$ cat config.mk
export PLATFORM = sky130hd
export DESIGN_NAME = btn_fltr_multi
export DESIGN_NICKNAME = d
export VERILOG_FILES = /design/src/rtl/btn_fltr_pkg.sv /design/src/rtl/btn_fltr_ch.sv /design/src/rtl/btn_fltr_multi.sv
export SDC_FILE = /design/constraint.sdc
export NUM_CORES = 1
export LEC_CHECK = 0
export ABC_AREA = 1
export BUFFER_PORTS_ARGS = -buffer_cell sky130_fd_sc_hd__buf_2
export CAP_MARGIN = 20
export CORE_MARGIN = 2
export CORE_UTILIZATION = 30
export CTS_CLUSTER_SIZE = 24
export DETAILED_ROUTE_END_ITERATION = 8
export PLACE_DENSITY_LB_ADDON = 0.08
export SYNTH_ARGS = -nofsm -noshare
export SYNTH_HDL_FRONTEND = slang
export SYNTH_SLANG_ARGS = --single-unit
$ cat constraint.sdc
create_clock -name CLK -period 3.7 [get_ports CLK]
set_input_delay 0 -clock CLK [delete_from_list [all_inputs] [get_ports CLK]]
set_output_delay 0 -clock CLK [all_outputs]
set_load 0.01 [all_outputs]
$ cat src/rtl/btn_fltr_pkg.sv
// Shared state encoding and default timing for the multi-channel button filter.
package btn_fltr_pkg;

  typedef enum logic [1:0] {
    ST_IDLE    = 2'd0,
    ST_PRESSED = 2'd1,
    ST_HOLD    = 2'd2,
    ST_RPT     = 2'd3
  } st_e;

  localparam int DEF_N_CH        = 4;
  localparam int DEF_SYNC_STAGES = 2;
  localparam int DEF_CNT_W       = 4;
  localparam int DEF_RPT_DLY     = 8;
  localparam int DEF_RPT_PER     = 4;
  localparam int DEF_RPT_W       = 8;

endpackage

$ cat src/rtl/btn_fltr_ch.sv
// One button channel: synchroniser, CE-paced debounce, edge pulses and auto-repeat FSM.
module btn_fltr_ch
  import btn_fltr_pkg::*;
#(
  parameter int SYNC_STAGES = DEF_SYNC_STAGES,
  parameter int CNT_W       = DEF_CNT_W,
  parameter int RPT_DLY     = DEF_RPT_DLY,
  parameter int RPT_PER     = DEF_RPT_PER,
  parameter int RPT_W       = DEF_RPT_W
) (
  input  logic clk_i,
  input  logic rst_i,
  input  logic ce_i,
  input  logic rpt_en_i,
  input  logic btn_i,
  output logic btn_o,
  output logic press_o,
  output logic rel_o,
  output logic rpt_o
);

  localparam logic [RPT_W-1:0] DLY_TC = RPT_W'(RPT_DLY - 1);
  localparam logic [RPT_W-1:0] PER_TC = RPT_W'(RPT_PER - 1);

  logic [SYNC_STAGES-1:0] sync_q;
  logic [CNT_W-1:0]       cnt_q;
  logic [RPT_W-1:0]       rc_q;
  st_e                    st_q;
  logic                   btn_q, press_q, rel_q, rpt_q;
  logic                   s, evt;

  assign s   = sync_q[SYNC_STAGES-1];
  assign evt = (&cnt_q) & ce_i & (s != btn_q);

  always_ff @(posedge clk_i) begin
    if (rst_i) begin
      sync_q  <= '0;
      cnt_q   <= '0;
      rc_q    <= '0;
      st_q    <= ST_IDLE;
      btn_q   <= 1'b0;
      press_q <= 1'b0;
      rel_q   <= 1'b0;
      rpt_q   <= 1'b0;
    end else begin
      sync_q  <= {sync_q[SYNC_STAGES-2:0], btn_i};
      press_q <= 1'b0;
      rel_q   <= 1'b0;
      rpt_q   <= 1'b0;

      // On evt cnt wraps to zero, and s == btn_q keeps it cleared afterwards.
      if (s == btn_q)  cnt_q <= '0;
      else if (ce_i)   cnt_q <= cnt_q + CNT_W'(1);

      if (evt) begin
        btn_q   <= s;
        press_q <= s;
        rel_q   <= ~s;
      end

      if (evt && !s) begin
        // Release beats any repeat terminal count in the same cycle.
        st_q <= ST_IDLE;
        rc_q <= '0;
      end else begin
        case (st_q)
          ST_IDLE: if (evt) begin
            rpt_q <= 1'b1;
            rc_q  <= '0;
            st_q  <= rpt_en_i ? ST_HOLD : ST_PRESSED;
          end
          ST_PRESSED: if (rpt_en_i) begin
            st_q <= ST_HOLD;
            rc_q <= '0;
          end
          ST_HOLD: begin
            if (!rpt_en_i) begin
              st_q <= ST_PRESSED;
              rc_q <= '0;
            end else if (ce_i) begin
              if (rc_q == DLY_TC) begin
                rpt_q <= 1'b1;
                rc_q  <= '0;
                st_q  <= ST_RPT;
              end else begin
                rc_q <= rc_q + RPT_W'(1);
              end
            end
          end
          ST_RPT: begin
            if (!rpt_en_i) begin
              st_q <= ST_PRESSED;
              rc_q <= '0;
            end else if (ce_i) begin
              if (rc_q == PER_TC) begin
                rpt_q <= 1'b1;
                rc_q  <= '0;
              end else begin
                rc_q <= rc_q + RPT_W'(1);
              end
            end
          end
          default: begin
            st_q <= ST_IDLE;
            rc_q <= '0;
          end
        endcase
      end
    end
  end

  assign btn_o   = btn_q;
  assign press_o = press_q;
  assign rel_o   = rel_q;
  assign rpt_o   = rpt_q;

endmodule

$ cat src/rtl/btn_fltr_multi.sv
// N_CH independent debounced buttons with press/release pulses and auto-repeat.
module btn_fltr_multi
  import btn_fltr_pkg::*;
#(
  parameter int N_CH        = DEF_N_CH,
  parameter int SYNC_STAGES = DEF_SYNC_STAGES,
  parameter int CNT_W       = DEF_CNT_W,
  parameter int RPT_DLY     = DEF_RPT_DLY,
  parameter int RPT_PER     = DEF_RPT_PER,
  parameter int RPT_W       = DEF_RPT_W
) (
  input  logic            CLK,
  input  logic            RST,
  input  logic            CE,
  input  logic [N_CH-1:0] RPT_EN,
  input  logic [N_CH-1:0] BTN_I,
  output logic [N_CH-1:0] BTN_O,
  output logic [N_CH-1:0] BTN_PRESS,
  output logic [N_CH-1:0] BTN_REL,
  output logic [N_CH-1:0] BTN_RPT
);

  for (genvar g = 0; g < N_CH; g++) begin : g_ch
    btn_fltr_ch #(
      .SYNC_STAGES(SYNC_STAGES),
      .CNT_W      (CNT_W),
      .RPT_DLY    (RPT_DLY),
      .RPT_PER    (RPT_PER),
      .RPT_W      (RPT_W)
    ) u_ch (
      .clk_i   (CLK),
      .rst_i   (RST),
      .ce_i    (CE),
      .rpt_en_i(RPT_EN[g]),
      .btn_i   (BTN_I[g]),
      .btn_o   (BTN_O[g]),
      .press_o (BTN_PRESS[g]),
      .rel_o   (BTN_REL[g]),
      .rpt_o   (BTN_RPT[g])
    );
  end

endmodule
==> impl_metrics.json <==
{
  "first_pass_iters": 6,
  "ys.flop_type": "dfxtp_1",
  "finalWirelength_um": 9971,
  "syn_to_final_growth_pct": 12.49,
  "die_x_um": 126.5,
  "place_area_um2": 4681,
  "cp_slowest_cell": "dfxtp_1",
  "fill_cells": 1551,
  "ys_seq_area_share_pct": 35.60,
  "cpLargestDelayFamily": "simple AND/OR/NAND/NOR gates",
  "report.final.setup_viol": 0,
  "routabilityCongestion": 0.8713,
  "timing.hold.ws_ps": 38.25,
  "ant_nets": 0,
  "grt_max_degree": 29,
  "syn_nets": 707,
  "design_area_um2": 5061,
  "worstSetupPathType": "reg2reg",
  "clock-sinks": 80,
  "htreeDepth": 3,
  "powerDensity_nw_per_um2": 517.2,
  "cts_buffers": 9,
  "tightest_slew_ps": 598.8,
  "port_buffers": 26,
  "antenna_found_initial": 0,
  "cts_setup_buffers": 0,
  "nets": 724,
  "ctsRootBufferMaster": "clkbuf_16",
  "drcViolationCount": 0,
  "n_antenna_cell": 0,
  "drv_slew": 0,
  "rsz0062_at_grt": "false",
  "final_common_cell": "nand2_1",
  "yosys_warnings": 0,
  "slew-limit-headroom_pct": 60.08,
  "grt_pass1_wl_um": 17180,
  "fmax_mhz": 577.4,
  "dpl.hpwl_um": 7399,
  "cts_buffer_depth": 2,
  "grt.total_usage_pct": 12.91,
  "critPathMostFrequentCell": "nand2_1",
  "worstPathArrival_ps": 1960,
  "fin_skew_ps": 5.015,
  "final-hold-violation-count": 0,
  "rows": 44,
  "multi_input_area_um2": 2385,
  "layout.area.seq_um2": 1602,
  "leakage_nw": 2.175,
  "viasPerCell": 4.599,
  "vdd_drop_max_mv": 0.2281,
  "syn_inst": 688,
  "fin_crit_sh_pct": 46.81,
  "grt_pass1_vias": 3810,
  "crit_buf_inv": 1,
  "post_cts_resized": 0,
  "crit_chain": "ha_1 > nand2_1 > inv_1 > nand2_1 > o21ai_0 > nand2_1 > a21oi_1 > nor2_1",
  "coreArea_um2": 14590,
  "synth_edf_count": 0,
  "pin_count": 27,
  "initial_core_util_pct": 30.84,
  "clk_latency_ps": 330,
  "wl_per_cell_um": 11.17,
  "cp_max_fo": 7,
  "numPlacedInstances": 874,
  "startpoint_type": "register",
  "post-place-ws_ps": 2027,
  "die_h_um": 126.5,
  "ys_ff_latch": 80,
  "drive_above_1_share_pct": 11.99,
  "drtIter0Drc": 315,
  "mostFrequentLayoutCells": "175 x nand2_1, 111 x nor2_1, 80 x inv_1, 80 x dfxtp_1, 58 x nand3_1",
  "async_flop_share_pct": 0,
  "cp-end-kind": "register",
  "fin_ws_ps": 1968,
  "final-instance-count-excl-fill": 893,
  "min_period_ps": 1732,
  "clkSlewWorstSetupHoldPaths_ps": 60,
  "outcome": "finished, final reports clean",
  "finalSetupTns_ps": 0,
  "hold_path_class": "in2reg",
  "synth_area_um2": 4499,
  "critPathRequiredTime_ps": 3930,
  "slowest_delay_ps": 430,
  "vias": 4107,
  "overflow": 0,
  "synth.distinct_cells": 33,
  "dieArea_um2": 15990,
  "cap_violations": 0,
  "cts_tree": "built",
  "avgSynthCellArea_um2": 6.540
}
[cell families (layout without fill, tap and decap cells)]
group / Yosys count / count (layout) / share of synthesized area [%]
XOR/XNOR: 2 / 2 / 0.3894
AO/OA/AOI/OAI: 89 / 89 / 11.40
adder cells (fa/ha/maj): 8 / 8 / 2.225
buffers and inverters: 113 / 134 / 11.40
AND/OR/NAND/NOR: 396 / 396 / 38.99
flip-flops: 80 / 80 / 35.60
[per-stage QoR]
step | power (mW) | utilization (%)
after floorplan | 1.487 | -
after global placement | 1.628 | 32.08
after detailed placement | 1.619 | 32.08
after CTS | 2.655 | 34.69
after global routing | 2.779 | 34.69
final | 2.618 | 34.69
[sequential cells by signal (all words and copies together), names as in the netlist]
register / flops
g_ch.u_ch.btn_o: 4
g_ch.u_ch.cnt_q: 16
g_ch.u_ch.rpt_o: 4
g_ch.u_ch.sync_q: 8
g_ch.u_ch.rel_o: 4
g_ch.u_ch.rc_q: 32
g_ch.u_ch.press_o: 4
g_ch.u_ch.st_q: 8
[layout make-up]
| class | count | share of cell area (%) |
|---|---|---|
| tap | 184 | 4.549 |
| inverter | 89 | 6.601 |
| clock buffer | 13 | 5.538 |
| multi-input combinational | 495 | 47.12 |
| clock inverter | 2 | 1.187 |
| sequential | 80 | 31.64 |
| timing repair buffer | 30 | 3.362 |
[cells in the mapped netlist, types with 3 or more instances]
| library cell | n | area share, % |
|---|---|---|
| dfxtp_1 | 80 | 36 |
| buf_6 | 3 | 0.75 |
| o21ai_1 | 5 | 0.56 |
| a21oi_1 | 53 | 5.9 |
| ha_1 | 8 | 2.2 |
| nor2_4 | 3 | 0.75 |
| inv_2 | 8 | 0.67 |
| nand3_1 | 58 | 6.5 |
| nor3b_1 | 6 | 1.0 |
| nand2_1 | 175 | 15 |
| nor2_2 | 4 | 0.56 |
| nand2_4 | 5 | 1.3 |
| nor2_1 | 111 | 9.3 |
| o21ai_2 | 4 | 0.78 |
| inv_1 | 80 | 6.7 |
| nor3_1 | 16 | 1.8 |
| o21ai_0 | 17 | 1.9 |
| nand3_2 | 4 | 0.89 |
| nand2_2 | 9 | 1.3 |
| buf_4 | 17 | 2.8 |
[worst register-to-register path, stage by stage (launching register included)]
cell and delay, ps:
dfxtp_1 430, ha_1 270, nand2_1 90, inv_1 80
nand2_1 80, o21ai_0 240, nand2_1 210, a21oi_1 170
nor2_1 60
[power breakdown]
part / switching [mW] / internal, mW
registers: 0.0673 / 0.907
logic: 0.437 / 0.193
clock network: 0.351 / 0.661
total: 0.856 / 1.76
[routing by layer]
layer | global-route usage (%) | share of wire (%) | vias up
li1 | - | - | 2207
met1 | 17.49 | 53 | 1819
met2 | 20.26 | 42 | 62
met3 | 2.193 | 3.6 | 19
met4 | 5.559 | 2.0 | 0
met5 | 0 | 0 | -
[final timing paths]
kind                     startpoint  slack (ps)                endpoint  cells past startpoint
max reg2reg    g_ch[1].u_ch.rc_q[0]        1970    g_ch[1].u_ch.rc_q[1]                      8
min reg2reg  g_ch[0].u_ch.sync_q[0]         400  g_ch[0].u_ch.sync_q[1]                      2
max            g_ch[1].u_ch.rc_q[0]        1970    g_ch[1].u_ch.rc_q[1]                      8
min                       RPT_EN[0]          40    g_ch[0].u_ch.st_q[0]                      4
[repair_timing]
item                                    4_1_cts  5_1_grt
endpoints found under the setup margin        0        0
hold buffers                                  4        0
endpoints found under the hold margin         4        0
No activity file was read; power rests on OpenSTA's default activity.
